===== config.mk =====
export PLATFORM = sky130hd
export DESIGN_NAME = vga_sync_monitor
export DESIGN_NICKNAME = d
export VERILOG_FILES = /design/src/rtl/vga_sync_monitor.sv
export SDC_FILE = /design/constraint.sdc
export NUM_CORES = 1
export LEC_CHECK = 0
export ABC_AREA = 0
export CORE_UTILIZATION = 57
export CTS_CLUSTER_SIZE = 16
export DETAILED_ROUTE_END_ITERATION = 12
export PLACE_DENSITY = 0.81
export SYNTH_ARGS = -nofsm -noshare
export SYNTH_HDL_FRONTEND = slang
export SYNTH_SLANG_ARGS = --single-unit

===== constraint.sdc =====
create_clock -name clk -period 4.66 [get_ports clk]
set_input_delay 0.699 -clock clk [delete_from_list [all_inputs] [get_ports clk]]
set_output_delay 0.699 -clock clk [all_outputs]
set_load 0.05 [all_outputs]

===== src/rtl/vga_sync_monitor.sv =====
// Receive-side VGA timing checker: recovers x/y/de from sync edges, checks
// line/frame lengths, declares lock and counts lit pixels per frame.
module vga_sync_monitor #(
    parameter int unsigned H_ACTIVE    = 640,
    parameter int unsigned H_BACK      = 48,
    parameter int unsigned H_SYNC      = 96,
    parameter int unsigned H_TOTAL     = 800,
    parameter int unsigned V_ACTIVE    = 480,
    parameter int unsigned V_BACK      = 33,
    parameter int unsigned V_SYNC      = 2,
    parameter int unsigned V_TOTAL     = 525,
    parameter logic        SYNC_POL    = 1'b0,
    parameter int unsigned LOCK_FRAMES = 2
) (
    input  logic        clk,
    input  logic        reset,
    input  logic        p_tick,
    input  logic        hsync,
    input  logic        vsync,
    input  logic [11:0] rgb,
    output logic [9:0]  x_rec,
    output logic [9:0]  y_rec,
    output logic        de,
    output logic        locked,
    output logic        frame_done,
    output logic [18:0] lit_count,
    output logic        err_hlen,
    output logic        err_vlen
);

    localparam logic [1:0] SEARCH  = 2'd0;
    localparam logic [1:0] MEASURE = 2'd1;
    localparam logic [1:0] LOCKED  = 2'd2;

    localparam logic [10:0] HV0 = 11'(H_SYNC + H_BACK);
    localparam logic [10:0] HV1 = 11'(H_SYNC + H_BACK + H_ACTIVE);
    localparam logic [10:0] VV0 = 11'(V_SYNC + V_BACK);
    localparam logic [10:0] VV1 = 11'(V_SYNC + V_BACK + V_ACTIVE);

    logic        hs_prev, vs_prev;
    logic [9:0]  h_cnt, v_cnt;
    logic [1:0]  state;
    logic [7:0]  good_cnt;
    logic [18:0] acc;

    logic        hs_edge, vs_edge, line_err, frame_err, win, de_n;
    logic [9:0]  h_next, v_inc, v_next;
    logic [1:0]  state_n;
    logic [7:0]  good_n;
    logic        eh_n, ev_n;

    always_comb begin
        hs_edge   = p_tick && (hsync == SYNC_POL) && (hs_prev != SYNC_POL);
        vs_edge   = p_tick && (vsync == SYNC_POL) && (vs_prev != SYNC_POL);
        line_err  = hs_edge && (({1'b0, h_cnt} + 11'd1) != 11'(H_TOTAL));
        h_next    = hs_edge ? '0 : ((h_cnt == '1) ? h_cnt : h_cnt + 10'd1);
        // Frame length includes an hsync edge landing on the same tick as vsync.
        v_inc     = (hs_edge && (v_cnt != '1)) ? v_cnt + 10'd1 : v_cnt;
        frame_err = vs_edge && ({1'b0, v_inc} != 11'(V_TOTAL));
        v_next    = vs_edge ? '0 : v_inc;
        win       = ({1'b0, h_next} >= HV0) && ({1'b0, h_next} < HV1) &&
                    ({1'b0, v_next} >= VV0) && ({1'b0, v_next} < VV1);
    end

    always_comb begin
        state_n = state;
        good_n  = good_cnt;
        eh_n    = err_hlen;
        ev_n    = err_vlen;
        case (state)
            SEARCH: begin
                if (vs_edge) begin
                    good_n  = '0;
                    state_n = MEASURE;
                end
            end
            MEASURE, LOCKED: begin
                if (line_err || frame_err) begin
                    eh_n    = err_hlen | line_err;
                    ev_n    = err_vlen | frame_err;
                    state_n = SEARCH;
                end else if (vs_edge && state == MEASURE) begin
                    good_n = good_cnt + 8'd1;
                    if (good_n == 8'(LOCK_FRAMES))
                        state_n = LOCKED;
                end
            end
            default: state_n = SEARCH;
        endcase
        de_n = win && (state_n == LOCKED);
    end

    always_ff @(posedge clk) begin
        if (reset) begin
            hs_prev    <= ~SYNC_POL;
            vs_prev    <= ~SYNC_POL;
            h_cnt      <= '0;
            v_cnt      <= '0;
            state      <= SEARCH;
            good_cnt   <= '0;
            acc        <= '0;
            x_rec      <= '0;
            y_rec      <= '0;
            de         <= 1'b0;
            locked     <= 1'b0;
            frame_done <= 1'b0;
            lit_count  <= '0;
            err_hlen   <= 1'b0;
            err_vlen   <= 1'b0;
        end else begin
            frame_done <= 1'b0;
            if (p_tick) begin
                hs_prev  <= hsync;
                vs_prev  <= vsync;
                h_cnt    <= h_next;
                v_cnt    <= v_next;
                state    <= state_n;
                good_cnt <= good_n;
                err_hlen <= eh_n;
                err_vlen <= ev_n;
                locked   <= (state_n == LOCKED);
                de       <= de_n;
                x_rec    <= de_n ? h_next - HV0[9:0] : '0;
                y_rec    <= de_n ? v_next - VV0[9:0] : '0;
                if (state != LOCKED || line_err || frame_err) begin
                    acc <= '0;
                end else if (vs_edge) begin
                    lit_count  <= acc;
                    acc        <= '0;
                    frame_done <= 1'b1;
                end else if (win && rgb != '0) begin
                    acc <= acc + 19'd1;
                end
            end
        end
    end

endmodule


==> metrics.log, run 1 <==
INFO  metric run_status = complete, no violations
INFO  metric path_clk_slew = 0.11 ns
INFO  metric fin_nets = 728
INFO  metric grt_start_max_net_pins = 49
INFO  metric cts-root-buf = sky130_fd_sc_hd__clkbuf_8
INFO  metric cellPowerDensity = 231 nW/um^2
INFO  metric hold_path_depth = 2
INFO  metric antenna_cells = 0
INFO  metric fp.dieArea = 9940 sq um
INFO  metric postCtsHoldBufs = 0
INFO  metric routed_wire_length_per_instance = 16.0 microns
INFO  metric post_drt_via_cell_ratio = 6.07
INFO  metric vdd_ir_drop_max = 0.143 mV
INFO  metric cts_num_sinks = 95
INFO  metric crit-reg2reg-launch = h_cnt[0]$_SDFFE_PP0P_
INFO  metric cts_buffer_depth = 2
INFO  metric gp_routability_congestion = 1.03
INFO  metric worstPathRequired = 4.91 ns
INFO  metric reg2reg_to = acc[11]$_SDFFE_PP0P_
INFO  metric cts_repair_resize_count = 0
INFO  metric tightest_slew = 1.22 ns
INFO  metric grt.total_usage = 27.0%
INFO  metric drt_pre_antenna_iters = 5
INFO  metric synth.largest_area_cell = sky130_fd_sc_hd__dfxtp_1
INFO  metric synth_edf_count = 0
INFO  metric final_core_utilization = 67.7%
INFO  metric critPathArrivalTime = 4.26 ns
INFO  metric starting_density_of_the_core = 58.9%
INFO  metric seqPwrFrac = 56.8%
INFO  metric setup_total_negative_slack = 0 ns
INFO  metric netlist-cell-type-count = 76
INFO  metric tritoncts_clock_tree = yes
INFO  metric timing.clock.skew = 0.0156 ns
INFO  metric post_route_worst_setup_slack = 0.644 ns
INFO  metric placementRows = 35
INFO  metric worst-setup-path-type = flip-flop to flip-flop
INFO  metric io_pins = 61
INFO  metric total_switching_power = 388 uW
INFO  metric synth_adder_area_share = 2.76%
INFO  metric yosys.cell_count.top_type = sky130_fd_sc_hd__dfxtp_1
INFO  metric grt_antenna_before_repair = 0
INFO  metric grt_setup_unrepaired = false
INFO  metric syn2layout_area_growth = 15.0%
INFO  metric synth_commonest_cells = sky130_fd_sc_hd__dfxtp_1 (95), sky130_fd_sc_hd__nand2_1 (72), sky130_fd_sc_hd__nor2_1 (72), sky130_fd_sc_hd__a21oi_1 (31), sky130_fd_sc_hd__nand3_1 (30)
INFO  metric critPathMaxFanout = 9
INFO  metric min_to = de$_SDFFE_PP0P_
INFO  metric hold_path.class = flip-flop to flip-flop
INFO  metric final_min_period_over_clock_period = 86.2%
INFO  metric synth_top_family_by_area = simple AND/OR/NAND/NOR gates
INFO  metric htree_num_levels = 3
INFO  metric post-dp-hpwl = 9730 microns
INFO  metric share_comb_of_total_power = 7.3%
INFO  metric grt-ovfl-total = 0
INFO  metric maxSlewViolCount = 0
INFO  metric detail_route.iter0.violations = 371
INFO  metric ff2ff_path_depth = 15
INFO  metric worst_setup_ep_type = flip-flop
INFO  metric power_frac_clock = 35.9%
INFO  metric yosysWarningCount = 0
INFO  metric synth.yosys.seq_area_share = 35.0%
INFO  metric floorplan.die.width = 99.7 microns
INFO  metric timing_hold_violations_final = 0
INFO  metric yosys.area_share.simple = 27.7%
INFO  metric grt_first_pass_wirelength = 21,600 microns
INFO  metric first_global_vias = 4,563
INFO  metric async_flop_share = 0%
INFO  metric post_synth.cell_area_avg = 8.27 sq um
INFO  metric synth_xor_area_share = 3.06%
INFO  metric cell_area_after_synthesis = 5440 sq um
INFO  metric netlist.area_leader.share = 35.0%
INFO  metric drt_wl_total = 13,300 microns
INFO  metric latest_clock_arrival_within_the_worst_skew_pair = 0.36 ns
INFO  metric maximum_clock_rate = 249 MHz
INFO  metric yosys-top-cells-area = sky130_fd_sc_hd__dfxtp_1 (35%), sky130_fd_sc_hd__mux2i_1 (5.2%), sky130_fd_sc_hd__nand2_1 (5.0%)
INFO  metric postRouteAntennaNets = 0
INFO  metric cell_internal_pwr = 1060 uW
INFO  metric regToRegSetupSlack = 0.64 ns
INFO  metric synth_cells = 658
INFO  metric cts_setup_buffers = 0
INFO  metric vias = 5,053
INFO  metric start_kind = flip-flop
INFO  metric core_region_area = 9240 sq um
INFO  metric io_buffer_count = 60
INFO  metric worst_slew_margin_rel = 18.2%
INFO  metric number_of_endpoints_failing_setup_at_the_final_stage = 0
INFO  metric synth_nets = 687
INFO  metric die_height = 99.7 microns
INFO  metric synthesized_area_fraction_occupied_by_ao_oa_aoi_and_oai_cells = 20.4%
INFO  metric post-route-drc-count = 0
INFO  metric synthMuxAreaShare = 5.36%
INFO  metric ys.flop_type = sky130_fd_sc_hd__dfxtp_1
INFO  metric ys_ff_latch = 95
INFO  metric drive_gt1_share = 10.2%
INFO  metric period_needed = 4.02 ns
INFO  metric p_leak = 0.00226 uW
INFO  metric holdCritStartpoint = de$_SDFFE_PP0P_
INFO  metric sw_frac_of_total = 26.8%
INFO  metric cap_viol_max_count = 0
INFO  metric tritoncts_buffers = 9
INFO  metric hold_slack = 0.448 ns
INFO  metric placement.setup.worst_slack = 0.453 ns
==> flip-flops by register name (all words and copies together) (netlist names) <==
signal      cells
lit_count      19
err_hlen        1
acc            19
v_cnt          10
h_cnt          10
good_cnt        8
frame_done      1
de              1
err_vlen        1
y_rec          10
hs_prev         1
vs_prev         1
state           2
x_rec          10
locked          1
==> power by group through the flow <==
stage | sequential [uW] | combinational, uW | clock (uW)
after CTS | 822 | 104 | 527
final | 823 | 106 | 519
after global placement | 841 | 100 | 0
after floorplan | 841 | 65.7 | 0
after detailed placement | 841 | 103 | 0
after global routing | 824 | 113 | 561
==> worst max-delay path by stage <==
stage	start	end	slack, ns	cells after the start
floorplan	p_tick	acc[13]$_SDFFE_PP0P_	1.40	11
global placement	p_tick	acc[10]$_SDFFE_PP0P_	0.62	11
detailed placement	p_tick	acc[12]$_SDFFE_PP0P_	0.45	11
CTS	h_cnt[0]$_SDFFE_PP0P_	acc[11]$_SDFFE_PP0P_	0.72	15
global route	h_cnt[0]$_SDFFE_PP0P_	acc[9]$_SDFFE_PP0P_	0.41	15
finish	h_cnt[0]$_SDFFE_PP0P_	acc[11]$_SDFFE_PP0P_	0.64	15
==> through the flow <==
step | cell area, sq um | instances | total power (uW)
final | 6250 | 833 | 1450
after global routing | 6250 | 833 | 1500
after CTS | 6250 | 833 | 1450
after detailed placement | 6070 | 817 | 944
after global placement | 6070 | 817 | 941
after floorplan | 5440 | 658 | 907
==> kinds of logic after synthesis <==
family	after synthesis
AND/OR/NAND/NOR	290
multiplexers	29
flip-flops	95
AO/OA/AOI/OAI	147
adder cells (fa/ha/maj)	12
buffers and inverters	66
XOR/XNOR	19
==> metal layers <==
metal / GRT usage [%] / vias to the layer above / share of wire [%]
li1: - / 2473 / -
met1: 36.4 / 2371 / 45
met2: 44.8 / 188 / 48
met3: 3.51 / 21 / 5.9
met4: 8.60 / 0 / 1.5
met5: 0 / - / 0
==> area by class of cell <==
cell class / count / area, sq um
Clock buffer: 10 / 128
Clock inverter: 6 / 51.3
Fill cell: 758 / 2990
Inverter: 23 / 86.3
Multi-Input combinational cell: 497 / 3230
Sequential cell: 95 / 1900
Tap cell: 129 / 161
Timing Repair Buffer: 73 / 698
==> layout by cell type, fill, tap and decap left out, types with 8 or more instances in the layout <==
cell type / instances
sky130_fd_sc_hd__a21oi_1: 31
sky130_fd_sc_hd__nor2_1: 72
sky130_fd_sc_hd__xnor2_1: 10
sky130_fd_sc_hd__clkbuf_8: 9
sky130_fd_sc_hd__dfxtp_1: 95
sky130_fd_sc_hd__o21ai_2: 19
sky130_fd_sc_hd__nand3_1: 30
sky130_fd_sc_hd__and3_1: 19
sky130_fd_sc_hd__nand4_1: 12
sky130_fd_sc_hd__o21ai_0: 20
sky130_fd_sc_hd__buf_4: 13
sky130_fd_sc_hd__ha_1: 12
sky130_fd_sc_hd__nand2_1: 72
sky130_fd_sc_hd__mux2i_1: 28
sky130_fd_sc_hd__clkdlybuf4s50_1: 60
sky130_fd_sc_hd__a221o_1: 8
sky130_fd_sc_hd__o211ai_1: 8
sky130_fd_sc_hd__xor2_1: 9
sky130_fd_sc_hd__nand2b_1: 13
sky130_fd_sc_hd__a31oi_1: 13
sky130_fd_sc_hd__inv_1: 22
sky130_fd_sc_hd__nor3_1: 16
==> critical path, stage by stage (launching register included) <==
cell	delay, ns
sky130_fd_sc_hd__dfxtp_1	0.55
sky130_fd_sc_hd__ha_1	0.38
sky130_fd_sc_hd__nand3_2	0.22
sky130_fd_sc_hd__nor2_1	0.19
sky130_fd_sc_hd__nand2_1	0.14
sky130_fd_sc_hd__nand2_1	0.09
sky130_fd_sc_hd__nand2_1	0.14
sky130_fd_sc_hd__inv_1	0.15
sky130_fd_sc_hd__ha_1	0.15
sky130_fd_sc_hd__o2111ai_1	0.11
sky130_fd_sc_hd__a2111o_1	0.39
sky130_fd_sc_hd__nand3_1	0.11
sky130_fd_sc_hd__a22oi_2	0.12
sky130_fd_sc_hd__nor4_4	0.56
sky130_fd_sc_hd__nor2_2	0.20
sky130_fd_sc_hd__a221o_1	0.38
(Power assumes the default switching activity.)
==> run 2, diff against run 1 <==
- CORE_MARGIN: default -> 2
==> metrics.log, run 2 (synthesis gave the netlist of run 1 again) <==
INFO  metric cap_viol_max_count = 0
INFO  metric tritoncts_buffers = 9
INFO  metric maximum_clock_rate = 253 MHz
INFO  metric first_global_vias = 4,902
INFO  metric drive_gt1_share = 10.9%
INFO  metric number_of_endpoints_failing_setup_at_the_final_stage = 0
INFO  metric crit-reg2reg-launch = h_cnt[0]$_SDFFE_PP0P_
INFO  metric floorplan.die.width = 102 microns
INFO  metric seqPwrFrac = 55.8%
INFO  metric cts_num_sinks = 95
INFO  metric post-route-drc-count = 0
INFO  metric post_drt_via_cell_ratio = 6.13
INFO  metric worst_path_max_delay_cell = sky130_fd_sc_hd__dfxtp_1
INFO  metric fin_nets = 732
INFO  metric path_clk_slew = 0.10 ns
INFO  metric io_buffer_count = 60
INFO  metric grt-ovfl-total = 0
INFO  metric htree_num_levels = 3
INFO  metric post_route_worst_setup_slack = 0.700 ns
INFO  metric layout.cells.most_common_list = sky130_fd_sc_hd__dfxtp_1 (95), sky130_fd_sc_hd__nor2_1 (72), sky130_fd_sc_hd__nand2_1 (72)
INFO  metric period_needed = 3.96 ns
INFO  metric hold_path.class = flip-flop to flip-flop
INFO  metric drt_wl_total = 13,800 microns
INFO  metric share_comb_of_total_power = 7.2%
INFO  metric multi_input_comb_area = 3230 sq um
INFO  metric placementRows = 35
INFO  metric start_kind = flip-flop
INFO  metric fillerInstances = 739
INFO  metric grt_start_max_net_pins = 49
INFO  metric vdd_ir_drop_max = 0.126 mV
INFO  metric cts-root-buf = sky130_fd_sc_hd__clkbuf_8
INFO  metric latest_clock_arrival_within_the_worst_skew_pair = 0.36 ns
INFO  metric starting_density_of_the_core = 58.9%
INFO  metric die_height = 102 microns
INFO  metric cellPowerDensity = 234 nW/um^2
INFO  metric post-dp-hpwl = 10,100 microns
INFO  metric worst_slew_margin_rel = 32.3%
INFO  metric worst-setup-path-type = flip-flop to flip-flop
INFO  metric final-seq-area = 1900 sq um
INFO  metric p_leak = 0.00228 uW
INFO  metric timing_hold_violations_final = 0
INFO  metric gp_routability_congestion = 0.920
INFO  metric antenna_cells = 0
INFO  metric maxSlewViolCount = 0
INFO  metric final_core_utilization = 68.2%
INFO  metric power.total = 1470 uW
INFO  metric cts_buffer_depth = 2
INFO  metric largest_registers = acc (19), lit_count (19)
INFO  metric critical-path-max-stage-delay = 0.53 ns
INFO  metric tritoncts_clock_tree = yes
INFO  metric holdCritStartpoint = de$_SDFFE_PP0P_
INFO  metric io_pins = 61
INFO  metric timing.clock.skew = 0.0134 ns
INFO  metric worst_setup_ep_type = flip-flop
INFO  metric critPathArrivalTime = 4.21 ns
INFO  metric critical-path-top-cell-by-count = sky130_fd_sc_hd__nand2_1
INFO  metric drt_pre_antenna_iters = 5
INFO  metric tightest_slew = 1.00 ns
INFO  metric layout.cells.most_common = sky130_fd_sc_hd__dfxtp_1
INFO  metric sw_frac_of_total = 27.6%
INFO  metric core_region_area = 9240 sq um
INFO  metric detail_route.iter0.violations = 406
INFO  metric routed_wire_length_per_instance = 16.4 microns
INFO  metric grt_antenna_before_repair = 0
INFO  metric grt_first_pass_wirelength = 22,900 microns
INFO  metric cts_setup_buffers = 0
INFO  metric path_cells = ha_1, nand3_2, nor2_1, nand2_1, nand2_1, nand2_1, inv_1, ha_1, o2111ai_1, a2111o_1, nand3_1, a22oi_2, nor4_4, nor2_2, a221o_1
INFO  metric syn2layout_area_growth = 15.9%
INFO  metric postRouteAntennaNets = 0
INFO  metric setup.worst_path.start = h_cnt[0]$_SDFFE_PP0P_
INFO  metric postCtsHoldBufs = 0
INFO  metric final_min_period_over_clock_period = 85.0%
INFO  metric cell_internal_pwr = 1070 uW
INFO  metric setup_total_negative_slack = 0 ns
INFO  metric placement.setup.worst_slack = 0.415 ns
INFO  metric critPathMaxFanout = 9
INFO  metric vias = 5,130
INFO  metric power_frac_clock = 37.0%
INFO  metric total_switching_power = 406 uW
INFO  metric fp.dieArea = 10,300 sq um
INFO  metric grt_setup_unrepaired = false
INFO  metric grt.total_usage = 27.4%
INFO  metric run_status = complete, no violations
INFO  metric cts_repair_resize_count = 0
INFO  metric worstPathRequired = 4.91 ns
==> run 2: cell count changes in the layout (fill, tap and decap cells not counted) <==
| cell | delta |
|---|---|
| sky130_fd_sc_hd__clkbuf_1 | -1 |
| sky130_fd_sc_hd__clkinv_4 | +1 |
| sky130_fd_sc_hd__inv_6 | -3 |
| sky130_fd_sc_hd__buf_4 | +4 |
| sky130_fd_sc_hd__clkinv_8 | +1 |
| sky130_fd_sc_hd__clkinvlp_4 | +1 |
| sky130_fd_sc_hd__clkinv_2 | -1 |
| sky130_fd_sc_hd__inv_8 | +2 |
==> run 2: worst paths after layout <==
kind / end / slack [ns] / depth (start not counted)
hold / removal: de$_SDFFE_PP0P_ / 0.45 / 2
setup reg to reg: acc[9]$_SDFFE_PP0P_ / 0.70 / 15
hold reg to reg: de$_SDFFE_PP0P_ / 0.45 / 2
setup / recovery: acc[9]$_SDFFE_PP0P_ / 0.70 / 15
==> run 2: worst max-delay path: cells and delay by family, from the launching register on <==
family,cells,cell delay [ns]
AOI/OAI and AO/OA,4,1.02
adders and majority gates,2,0.56
buffers and inverters,1,0.17
DFF,1,0.53
and+or+nand+nor,8,1.58
==> run 2: power groups by stage <==
stage / logic, uW / registers [uW] / clock network (uW)
4_1_cts: 104 / 822 / 557
2_1_floorplan: 65.7 / 841 / 0
3_5_place_dp: 104 / 841 / 0
3_3_place_gp: 102 / 841 / 0
6_report: 106 / 823 / 545
5_1_grt: 114 / 824 / 589
==> run 2: metal layers <==
layer	global-route usage, %	routed length, microns	vias to the layer above
li1	-	-	2473
met1	35.1	5950	2415
met2	45.2	6560	203
met3	4.00	805	39
met4	13.2	438	0
met5	0	0	-
==> run 2: per-stage QoR <==
step	hold slack, ns	instance area, sq um	cells
after floorplan	0.438	5440	658
after global placement	0.435	6100	821
after detailed placement	0.436	6100	821
after CTS	0.450	6300	837
after global routing	0.464	6300	837
final	0.449	6300	837
==> run 2: layout make-up <==
type,count,area share [%]
Inverter,23,1.37
Multi-Input combinational cell,497,51.2
Clock buffer,9,1.97
Sequential cell,95,30.2
Clock inverter,7,1.19
Timing Repair Buffer,77,11.6
Tap cell,129,2.56
==> run 3, diff against run 2 <==
- CORE_UTILIZATION: 57 -> 51
- PLACE_DENSITY: 0.81 -> 0.76
- clock period: 4.66 -> 3.6 ns (I/O delays scaled with it)
==> metrics.log, run 3 (synthesis gave the netlist of run 1 again) <==
INFO  metric run_status = complete, no violations
INFO  metric syn2layout_area_growth = 22.0%
INFO  metric critPathArrivalTime = 3.64 ns
INFO  metric power.total = 2020 uW
INFO  metric layout.cell_area.non_filler = 6640 sq um
INFO  metric core_region_area = 10,300 sq um
INFO  metric maximum_clock_rate = 300 MHz
INFO  metric io_pins = 61
INFO  metric io_buffer_count = 60
INFO  metric cts_buffer_depth = 2
INFO  metric setup_total_negative_slack = 0 ns
INFO  metric multi_input_comb_area = 3230 sq um
INFO  metric vdd_ir_drop_max = 0.207 mV
INFO  metric starting_density_of_the_core = 52.7%
INFO  metric grt_first_pass_wirelength = 23,200 microns
INFO  metric grt_most_used_layer = met2
INFO  metric final_core_utilization = 64.3%
INFO  metric final-seq-area = 1900 sq um
INFO  metric cts-root-buf = sky130_fd_sc_hd__clkbuf_8
INFO  metric crit-reg2reg-launch = v_cnt[1]$_SDFFE_PP0P_
INFO  metric first_global_vias = 4,883
INFO  metric tritoncts_clock_tree = yes
INFO  metric path_clk_slew = 0.09 ns
INFO  metric placementRows = 37
INFO  metric post-dp-hpwl = 10,400 microns
INFO  metric critPathMaxFanout = 20
INFO  metric setup.worst_path.start = v_cnt[1]$_SDFFE_PP0P_
INFO  metric final_min_period_over_clock_period = 92.5%
INFO  metric drive_gt1_share = 15.5%
INFO  metric cap_viol_max_count = 0
INFO  metric worst-setup-path-type = flip-flop to flip-flop
INFO  metric postRouteAntennaNets = 0
INFO  metric ff2ff_path_depth = 14
INFO  metric largest_registers = acc (19), lit_count (19)
INFO  metric power_frac_clock = 39.6%
INFO  metric period_needed = 3.33 ns
INFO  metric grt_start_max_net_pins = 26
INFO  metric total_switching_power = 487 uW
INFO  metric cts_num_sinks = 95
INFO  metric fillerInstances = 889
INFO  metric vias = 5,173
INFO  metric grt.total_usage = 25.3%
INFO  metric latest_clock_arrival_within_the_worst_skew_pair = 0.38 ns
INFO  metric p_leak = 0.00249 uW
INFO  metric drt_pre_antenna_iters = 5
INFO  metric post-route-drc-count = 0
INFO  metric fp.dieArea = 11,500 sq um
INFO  metric timing_hold_violations_final = 0
INFO  metric floorplan.die.width = 107 microns
INFO  metric htree_num_levels = 3
INFO  metric worstPathRequired = 3.91 ns
INFO  metric drt_wl_total = 13,900 microns
INFO  metric sw_frac_of_total = 24.1%
INFO  metric die_height = 107 microns
INFO  metric tritoncts_buffers = 9
INFO  metric worst_setup_ep_type = flip-flop
INFO  metric crit_path_end = x_rec[2]$_SDFFE_PP0P_
INFO  metric grt_antenna_before_repair = 0
INFO  metric grt_use_met3 = 5.15%
INFO  metric cellPowerDensity = 304 nW/um^2
INFO  metric seqPwrFrac = 52.7%
INFO  metric hold_path.class = flip-flop to flip-flop
INFO  metric routed_wire_length_per_instance = 15.8 microns
INFO  metric maxSlewViolCount = 0
INFO  metric reg2reg_to = x_rec[2]$_SDFFE_PP0P_
INFO  metric regToRegSetupSlack = 0.27 ns
INFO  metric layout.cells.most_common_list = sky130_fd_sc_hd__dfxtp_1 (94), sky130_fd_sc_hd__nor2_1 (72), sky130_fd_sc_hd__nand2_1 (72)
INFO  metric start_kind = flip-flop
INFO  metric fin_nets = 767
INFO  metric place_area = 6400 sq um
INFO  metric detail_route.iter0.violations = 374
INFO  metric global_route.usage.met1 = 33.0%
INFO  metric cell_internal_pwr = 1530 uW
INFO  metric use_met2 = 41.3%
INFO  metric worst_slew_margin_rel = 16.5%
INFO  metric postCtsHoldBufs = 0
INFO  metric tightest_slew = 1.25 ns
INFO  metric antenna_cells = 0
INFO  metric share_comb_of_total_power = 7.7%
INFO  metric layout.cells.most_common = sky130_fd_sc_hd__dfxtp_1
INFO  metric grt-ovfl-total = 0
INFO  metric post_drt_via_cell_ratio = 5.89
INFO  metric number_of_endpoints_failing_setup_at_the_final_stage = 0
INFO  metric gp_routability_congestion = 0.945
INFO  metric grt_setup_unrepaired = false
INFO  metric timing.clock.skew = 0.0107 ns
[run 3: cell count changes in the layout (fill, tap and decap cells not counted), moves of 2 or more]
cell	change
sky130_fd_sc_hd__buf_4	+33
sky130_fd_sc_hd__inv_8	-3
sky130_fd_sc_hd__buf_12	+2
sky130_fd_sc_hd__bufinv_16	+2
sky130_fd_sc_hd__clkinv_4	-2
sky130_fd_sc_hd__inv_6	+2
[run 3: final cells by class]
class	instances	area share, %
timing repair buffer	112	15.3
inverter	23	1.30
multi-input combinational	497	48.7
tap	136	2.56
clock inverter	6	1.36
clock buffer	10	2.07
sequential	95	28.7
[run 3: per-layer routing]
layer  share of wire, %  up-vias
li1                   -     2545
met1                 45     2441
met2                 47      161
met3                5.8       26
met4                2.2        0
met5                  0        -
[run 3: worst min-delay path by stage]
stage,endpoint,start,depth (start not counted),slack [ns]
6_report,de$_SDFFE_PP0P_,de$_SDFFE_PP0P_,2,0.45
5_1_grt,de$_SDFFE_PP0P_,de$_SDFFE_PP0P_,2,0.48
4_1_cts,de$_SDFFE_PP0P_,de$_SDFFE_PP0P_,2,0.46
2_1_floorplan,acc[18]$_SDFFE_PP0P_,acc[18]$_SDFFE_PP0P_,1,0.44
3_5_place_dp,x_rec[6]$_SDFFE_PP0P_,x_rec[6]$_SDFFE_PP0P_,2,0.44
3_3_place_gp,de$_SDFFE_PP0P_,de$_SDFFE_PP0P_,2,0.43
[run 3: per-stage QoR]
| step | instances | setup WS, ns | hold WS, ns |
|---|---|---|---|
| 2_1_floorplan | 658 | 0.376 | 0.438 |
| 3_3_place_gp | 863 | 0.0209 | 0.434 |
| 3_5_place_dp | 863 | -0.0502 | 0.441 |
| 4_1_cts | 879 | 0.183 | 0.456 |
| 5_1_grt | 879 | 0.0223 | 0.475 |
| 6_report | 879 | 0.271 | 0.452 |
[run 3: critical path, cell delays in order (launching register included)]
cell	delay, ns
sky130_fd_sc_hd__dfxtp_1	0.44
sky130_fd_sc_hd__ha_1	0.26
sky130_fd_sc_hd__and3_1	0.34
sky130_fd_sc_hd__a31oi_2	0.18
sky130_fd_sc_hd__mux2i_1	0.25
sky130_fd_sc_hd__nor2_1	0.07
sky130_fd_sc_hd__ha_1	0.21
sky130_fd_sc_hd__nor3_1	0.30
sky130_fd_sc_hd__buf_4	0.19
sky130_fd_sc_hd__a41oi_1	0.18
sky130_fd_sc_hd__nor4_1	0.22
sky130_fd_sc_hd__buf_4	0.16
sky130_fd_sc_hd__nand3_2	0.13
sky130_fd_sc_hd__buf_12	0.21
sky130_fd_sc_hd__o21ai_2	0.14
[run 3: power by group through the flow]
| stage | clock, uW | sequential, uW | combinational, uW |
|---|---|---|---|
| final | 801 | 1060 | 155 |
| after global routing | 872 | 1070 | 168 |
| after CTS | 823 | 1060 | 153 |
| after detailed placement | 0 | 1090 | 152 |
| after global placement | 0 | 1090 | 148 |
| after floorplan | 0 | 1090 | 85.0 |
[run 3: timing repair]
item | CTS | global route
endpoints found under the setup margin | 0 | 28
gates resized for setup | 0 | 3
endpoints found under the hold margin | 0 | 0
setup buffers | 0 | 0
